==> src/rtl/interrupt_fetch_injector_pkg.sv <==
// Shared constants and state encodings for the interrupt fetch injector.
// IRQ_NONE is also used by the input controller's instruction builders.
package interrupt_fetch_injector_pkg;

  localparam int          INSTR_W  = 32;
  localparam logic [31:0] IRQ_NONE = 32'b0;

  typedef enum logic [1:0] {
    IDLE  = 2'd0,
    ARMED = 2'd1,
    GUARD = 2'd2
  } inj_state_t;

endpackage

==> src/rtl/irq_fifo.sv <==
// Synchronous FIFO for queued interrupt words.
// Pointers carry one extra wrap bit so that full and empty can be told apart.
module irq_fifo #(
  parameter int DEPTH  = 4,
  parameter int DATA_W = 32
) (
  input  logic              sysclk,
  input  logic              reset,
  input  logic              push,
  input  logic              pop,
  input  logic [DATA_W-1:0] wdata,
  output logic [DATA_W-1:0] head,
  output logic              full,
  output logic              empty,
  output logic              last
);

  localparam int            AW  = $clog2(DEPTH);
  localparam logic [AW:0]   ONE = 1;

  logic [AW:0]       wr_ptr;
  logic [AW:0]       rd_ptr;
  logic [DATA_W-1:0] mem [DEPTH];
  logic              do_push;
  logic              do_pop;

  assign empty   = (wr_ptr == rd_ptr);
  assign full    = (wr_ptr[AW] != rd_ptr[AW]) && (wr_ptr[AW-1:0] == rd_ptr[AW-1:0]);
  assign last    = ((wr_ptr - rd_ptr) == ONE);
  assign do_pop  = pop && !empty;
  // A pop in the same cycle frees the slot, so a push on full still lands.
  assign do_push = push && (!full || do_pop);
  assign head    = mem[rd_ptr[AW-1:0]];

  always_ff @(posedge sysclk or negedge reset) begin
    if (!reset) begin
      wr_ptr <= '0;
      rd_ptr <= '0;
    end else begin
      if (do_push) wr_ptr <= wr_ptr + 1'b1;
      if (do_pop)  rd_ptr <= rd_ptr + 1'b1;
    end
  end

  always_ff @(posedge sysclk) begin
    if (do_push) mem[wr_ptr[AW-1:0]] <= wdata;
  end

endmodule

==> src/rtl/interrupt_fetch_injector.sv <==
// Captures new interrupt words, queues them, and splices them into the CPU
// fetch stream at safe, unstalled slots while holding the PC.
module interrupt_fetch_injector
  import interrupt_fetch_injector_pkg::*;
#(
  parameter int DEPTH        = 4,
  parameter int GUARD_CYCLES = 1
) (
  input  logic               sysclk,
  input  logic               reset,
  input  logic [INSTR_W-1:0] irq_instruction,
  input  logic [INSTR_W-1:0] imem_instruction,
  input  logic               cpu_stall,
  input  logic               cpu_safe_point,
  output logic [INSTR_W-1:0] fetch_instruction,
  output logic               pc_hold,
  output logic               inject_ack,
  output logic               irq_pending,
  output logic               irq_overflow
);

  localparam logic [1:0] GUARD_LOAD = 2'(GUARD_CYCLES);

  inj_state_t         state;
  inj_state_t         state_nxt;
  logic [1:0]         guard_cnt;
  logic [1:0]         guard_nxt;
  logic [INSTR_W-1:0] prev_irq;
  logic [INSTR_W-1:0] head;
  logic               push;
  logic               inject;
  logic               full;
  logic               empty;
  logic               last;

  // A word held over several cycles is only a new request on its first cycle.
  assign push        = (irq_instruction != IRQ_NONE) && (irq_instruction != prev_irq);
  assign irq_pending = !empty;

  irq_fifo #(
    .DEPTH  (DEPTH),
    .DATA_W (INSTR_W)
  ) u_fifo (
    .sysclk (sysclk),
    .reset  (reset),
    .push   (push),
    .pop    (inject),
    .wdata  (irq_instruction),
    .head   (head),
    .full   (full),
    .empty  (empty),
    .last   (last)
  );

  always_ff @(posedge sysclk or negedge reset) begin
    if (!reset) begin
      prev_irq     <= IRQ_NONE;
      state        <= IDLE;
      guard_cnt    <= '0;
      irq_overflow <= 1'b0;
    end else begin
      prev_irq  <= irq_instruction;
      state     <= state_nxt;
      guard_cnt <= guard_nxt;
      if (push && full && !inject) irq_overflow <= 1'b1;
    end
  end

  always_comb begin
    state_nxt         = state;
    guard_nxt         = guard_cnt;
    inject            = 1'b0;
    fetch_instruction = imem_instruction;
    pc_hold           = 1'b0;
    inject_ack        = 1'b0;
    case (state)
      IDLE: begin
        if (!empty) state_nxt = ARMED;
      end
      ARMED: begin
        if (!cpu_stall && cpu_safe_point) begin
          inject            = 1'b1;
          fetch_instruction = head;
          pc_hold           = 1'b1;
          inject_ack        = 1'b1;
          if (GUARD_CYCLES != 0) begin
            state_nxt = GUARD;
            guard_nxt = GUARD_LOAD;
          end else if (last && !push) begin
            state_nxt = IDLE;
          end
        end
      end
      GUARD: begin
        // Only unstalled cycles count toward the guard interval.
        if (!cpu_stall) begin
          if (guard_cnt <= 2'd1) begin
            guard_nxt = '0;
            state_nxt = empty ? IDLE : ARMED;
          end else begin
            guard_nxt = guard_cnt - 1'b1;
          end
        end
      end
      default: state_nxt = IDLE;
    endcase
  end

endmodule

==> config.mk <==
export PLATFORM = sky130hd
export DESIGN_NAME = interrupt_fetch_injector
export DESIGN_NICKNAME = d
export VERILOG_FILES = /design/src/rtl/interrupt_fetch_injector_pkg.sv /design/src/rtl/irq_fifo.sv /design/src/rtl/interrupt_fetch_injector.sv
export SDC_FILE = /design/constraint.sdc
export NUM_CORES = 1
export LEC_CHECK = 0
export BUFFER_PORTS_ARGS = -buffer_cell sky130_fd_sc_hd__buf_2
export CAP_MARGIN = 20
export CORE_ASPECT_RATIO = 1.2
export CORE_MARGIN = 4
export CORE_UTILIZATION = 35
export DETAILED_ROUTE_END_ITERATION = 8
export PLACE_DENSITY = 0.63
export SYNTH_ARGS = -nofsm -noshare
export SYNTH_HDL_FRONTEND = slang
export SYNTH_HIERARCHICAL = 1
export SYNTH_SLANG_ARGS = --single-unit
==> constraint.sdc <==
create_clock -name sysclk -period 4.8 [get_ports sysclk]
set_input_delay 0 -clock sysclk [delete_from_list [all_inputs] [get_ports sysclk]]
set_output_delay 0 -clock sysclk [all_outputs]
set_load 0.05 [all_outputs]
### Word level (Yosys, flattened, before mapping)

Memories as Yosys holds them, arrays and structs flattened.
Cells that the tools add are included.
Widths: inputs -> output; s select.

* latch bits: 0
* bits in read-only memories: 0
* bits in writable memories: 128
* input port bits: 68
* memories kept: 1
* output and inout bits: 36
* flip-flop bits (word level): 43
* word-level logic and storage cells: 54

* $lt $le $gt $ge: 1
* multiplexer cells: 16
* add/subtract/negate cells: 3
* bitwise gates (word level): 0
* $mul: 0
* div/mod/pow operators: 0
* shift-type cells: 0
* eq/ne operators: 10
* reductions and logical operators: 17

Memory list
* u_fifo.mem: depth 4, bits a word 32, read ports 1, clocked after Yosys merged registers in 0, wr ports 1, line irq_fifo.sv:23 `logic [DATA_W-1:0] mem [DEPTH];`

Operators by type and width (count)
* $mux 32: 2
* $ne 32x32->1: 1
* $reduce_bool 32->1: 1
* $mux 2: 7
* $ne 2x2->1 const B: 4
* $logic_and 1x1->1: 7
* $add 3x1->3 const B: 2
* $pmux 2 s3: 1
* $mux 1: 5
* $logic_not 1->1: 4
* $pmux 2 s2: 1
* $reduce_and 4->1: 1
* $eq 3x3->1: 1
* $reduce_and 3->1: 1
* $eq 2x1->1 const B: 1
* $eq 2x2->1: 1
* $eq 2x2->1 const B: 1
* $le 2x1->1 const B: 1
* $logic_not 2->1: 1
* $reduce_bool 2->1: 1
* $sub 2x1->2 const B: 1
* $logic_or 1x1->1: 1
* $ne 1x1->1: 1

### Longest topological paths before layout

* word-level depth: 9
* mapped depth: 7

### Modules after synthesis

The synthesis kept the hierarchy.

By module, submodules not included
* irq_fifo: cells each 212, area an instance 5066.1 sq um, instances 1
* interrupt_fetch_injector: cells each 145, area an instance 1844.3 sq um, instances 1

### Worst setup path before layout

No wires, ideal clock.

* kind: register to register
* from: register u_fifo.rd_ptr[1]
* to: memory u_fifo.mem[3][0] (enable)
* clock period less this slack: 3459 ps
* slack: 1341 ps
* library setup time: 432 ps
* data required time: 4368 ps
* stages on the path, launching flop included: 8
* data arrival time: 3027 ps
* cells stage by stage: dfrtp_1 -> buf_2 -> buf_1 -> inv_1 -> ha_1 -> nand2_1 -> nor2_1 -> a21oi_1

* longest elaborated chain between the ends: 7

RTL lines
* start: declaration: line irq_fifo.sv:22 `logic [AW:0] rd_ptr;`
* start signal: assignment: line irq_fifo.sv:41 `if (do_pop) rd_ptr <= rd_ptr + 1'b1;`
* $eq 2x2->1: line irq_fifo.sv:28 `assign full = (wr_ptr[AW] != rd_ptr[AW]) && (wr_ptr[AW-1:0] == rd_ptr[AW-1:0]);`
* $logic_and 1x1->1: line irq_fifo.sv:28
* net full: line interrupt_fetch_injector.sv:32 `logic full;`
* $logic_not 1->1: line irq_fifo.sv:32 `assign do_push = push && (!full || do_pop);`
* $logic_or 1x1->1: line irq_fifo.sv:32
* $logic_and 1x1->1: line irq_fifo.sv:32
* $mux 1: line irq_fifo.sv:46 `if (do_push) mem[wr_ptr[AW-1:0]] <= wdata;`
* $mux 1 (not written as such): line irq_fifo.sv:46
* end: declaration: line irq_fifo.sv:23

The timed path passes the listed nets, and every way through them passes these cells.

### Worst setup path in the final report

* from: register state[1]
* to: memory u_fifo.mem[2][2] (enable)

* longest elaborated chain between the ends: 7

RTL lines
* start: declaration: line interrupt_fetch_injector.sv:24 `inj_state_t state;`
* start signal: assignment: line interrupt_fetch_injector.sv:63 `state <= state_nxt;`
* $eq 2x1->1: line interrupt_fetch_injector.sv:76 `case (state)`
* $mux 1: line interrupt_fetch_injector.sv:76
* $logic_and 1x1->1: line irq_fifo.sv:30 `assign do_pop = pop && !empty;`
* $logic_or 1x1->1: line irq_fifo.sv:32
* $logic_and 1x1->1: line irq_fifo.sv:32
* $mux 1: line irq_fifo.sv:46
* $mux 1 (not written as such): line irq_fifo.sv:46

Every way passes these cells.

==> flow_summary_export.csv <==
group,metric,value,unit
timing,post-route-period-util,60.4,%
timing,slew_violations,0,
power_and_ir_drop,clkPwrFrac,26.2,%
clock_network,cts_tree,"yes",
worst_setup_path,critPathArrivalTime,2980,ps
worst_setup_path,rr_startpoint,"state[1]$_DFFE_PN0P_",
floorplanning,rows,55,
timing,tns,0,ps
timing,period_needed,2900,ps
worst_setup_path,crit_fanout,38,
timing,fmax,0.345,GHz
global_route,grt_pass1_wl,22.1,mm
cells_and_area,layout_commonest_cell,"edfxtp_1",
global_route,grt_max_degree,44,
timing,hold_viol,0,
route,first_pass_iters,4,
route,vias,3649,
floorplanning,die_width,136,um
worst_setup_path,critical-path-max-stage-delay,610,ps
power_and_ir_drop,combPwrFrac,31.9,%
floorplanning,core,19100,um2
min_path,hold_path_class,"in2async",
power_and_ir_drop,p_leak,0.00317,uW
clock_network,worst_skew_pair.late_latency,420,ps
timing,relSlewSlack,36.0,%
worst_setup_path,critPathSlowestCell,"inv_2",
run,drv_cap,0,
clock_network,cts_sinks,171,
clock_network,clockBufferDepth,2,
cells_and_area,nNetsFinal,581,
cells_and_area,design_area,8700,um2
global_route,track_usage,13.3,%
timing,tightest_slew,960,ps
clock_network,cts.repair.resized,0,
worst_setup_path,cp-end-kind,"flop",
placement,hpwl,9.28,mm
worst_setup_path,critPathLaunch,"state[1]$_DFFE_PN0P_",
worst_setup_path,critPathLaunchType,"flop",
worst_setup_path,critPathKind,"reg2reg",
placement,placed_area,7700,um2
route,avgRoutedWirePerCell,17.9,um
clock_network,cts-root-buf,"clkbuf_16",
cells_and_area,layout_common_cells,"edfxtp_1, buf_2, dfrtp_1",
logic_synthesis,netlist_area,6870,um2
placement,place_congestion,0.748,
power_and_ir_drop,power.density,630,nW/um2
floorplanning,die_h,162,um
floorplanning,fp.dieArea,22000,um2
power_and_ir_drop,p_sw,1710,uW
cells_and_area,fillerInstances,1678,
route,drcViolationCount,0,
worst_setup_path,path_cells,"nor2b_2 > nand2_1 > inv_2 > nand3b_1 > or2_1 > and3_1 > buf_4",
power_and_ir_drop,p_int,3760,uW
route,drtIter0Drc,253,
worst_setup_path,crit_required,4880,ps
logic_synthesis,yosysWarnings,6,
route,drtAntennaViolNets,0,
clock_network,htreeDepth,4,
logic_synthesis,syn-num-nets,429,
floorplanning,start_util,36.1,%
route,routed_wl,13.9,mm
global_route,grt_pass1_vias,4076,
timing,timing.hold.ws,276,ps
placement,io_buffers,103,
clock_network,path_clk_slew,60,ps
power_and_ir_drop,p_seq_share,42.0,%
floorplanning,io_pins,104,
route,vias_per_cell,4.70,
clock_network,numCtsBuffers,17,
logic_synthesis,synth.avg_cell_area,19.4,um2
logic_synthesis,synthCells,354,
cells_and_area,drive_gt1_share,40.5,%
timing,setup_viol,0,
timing,rsz0062_at_grt,"no",
global_route,antenna_found_initial,1,
timing,fin_skew,10.5,ps
power_and_ir_drop,max-vdd-ir-drop,258,uV
global_route,overflow,0,
power_and_ir_drop,switching_share,31.3,%
status,status,"finished clean",
cells_and_area,syn2layout_area_growth,26.5,%
area by class of cell:
class	count	area (um2)	share of cell area, %
flip-flops and latches	171	4920	56.6
multi-input cells	164	1860	21.4
repair buffers	145	941	10.8
clock buffers	22	464	5.34
well taps	256	320	3.68
clock inverters	10	164	1.88
inverters	7	26.3	0.302
diodes	1	2.50	0.0288
flip-flops by register name, summed over array words and instances, names as in the netlist:
register       cells
guard_cnt          2
irq_overflow       1
prev_irq          32
state              2
u_fifo/mem       128
u_fifo/rd_ptr      3
u_fifo/wr_ptr      3
path summary, 6_finish.rpt:
kind | to | slack [ps] | cells past startpoint
min in group sysclk | prev_irq[12]$_DFF_PN0_ | 320 | 2
max | u_fifo/mem[2][2]$_DFFE_PP_ | 1900 | 7
max reg2reg | u_fifo/mem[2][2]$_DFFE_PP_ | 1900 | 7
max in group asynchronous | u_fifo/rd_ptr[0]$_DFFE_PN0P_ | 3880 | 2
min | irq_overflow$_DFFE_PN0P_ | 280 | 2
min reg2reg | state[0]$_DFFE_PN0P_ | 480 | 1
per-layer routing:
layer	wire length, um	GRT usage, %	part of all wire, %
met1	5960	17.0	43
met2	7150	22.5	51
met3	648	2.65	4.7
met4	160	4.54	1.1
met5	0	0	0
power by group through the flow:
| stage | Combinational (uW) | Clock [uW] | Sequential (uW) |
|---|---|---|---|
| after floorplan | 1270 | 0 | 2310 |
| final | 1750 | 1430 | 2300 |
| after CTS | 1790 | 1460 | 2300 |
| after global placement | 1700 | 0 | 2310 |
| after global routing | 1880 | 1530 | 2340 |
| after detailed placement | 1760 | 0 | 2330 |
critical path: cells and delay by family, from the launching register on:
kind	cells	cell delay, ps
and+or+nand+nor	5	1110
buffers and inverters	2	1020
DFF	1	400
per-stage QoR:
stage               total power, uW  instances  utilization [%]  setup slack (ps)
floorplan                      3580        354                -              1400
global placement               4010        706             40.3              1870
detailed placement             4090        707             40.4              1860
CTS                            5550        775             45.6              1850
global route                   5750        776             45.6              1590
finish                         5480        776             45.6              1900
repair_timing:
item                      CTS  global route
setup buffers               0             0
hold endpoints to repair  207             0
hold buffers               36             0
Note: power is estimated with default switching activity, not from simulation.
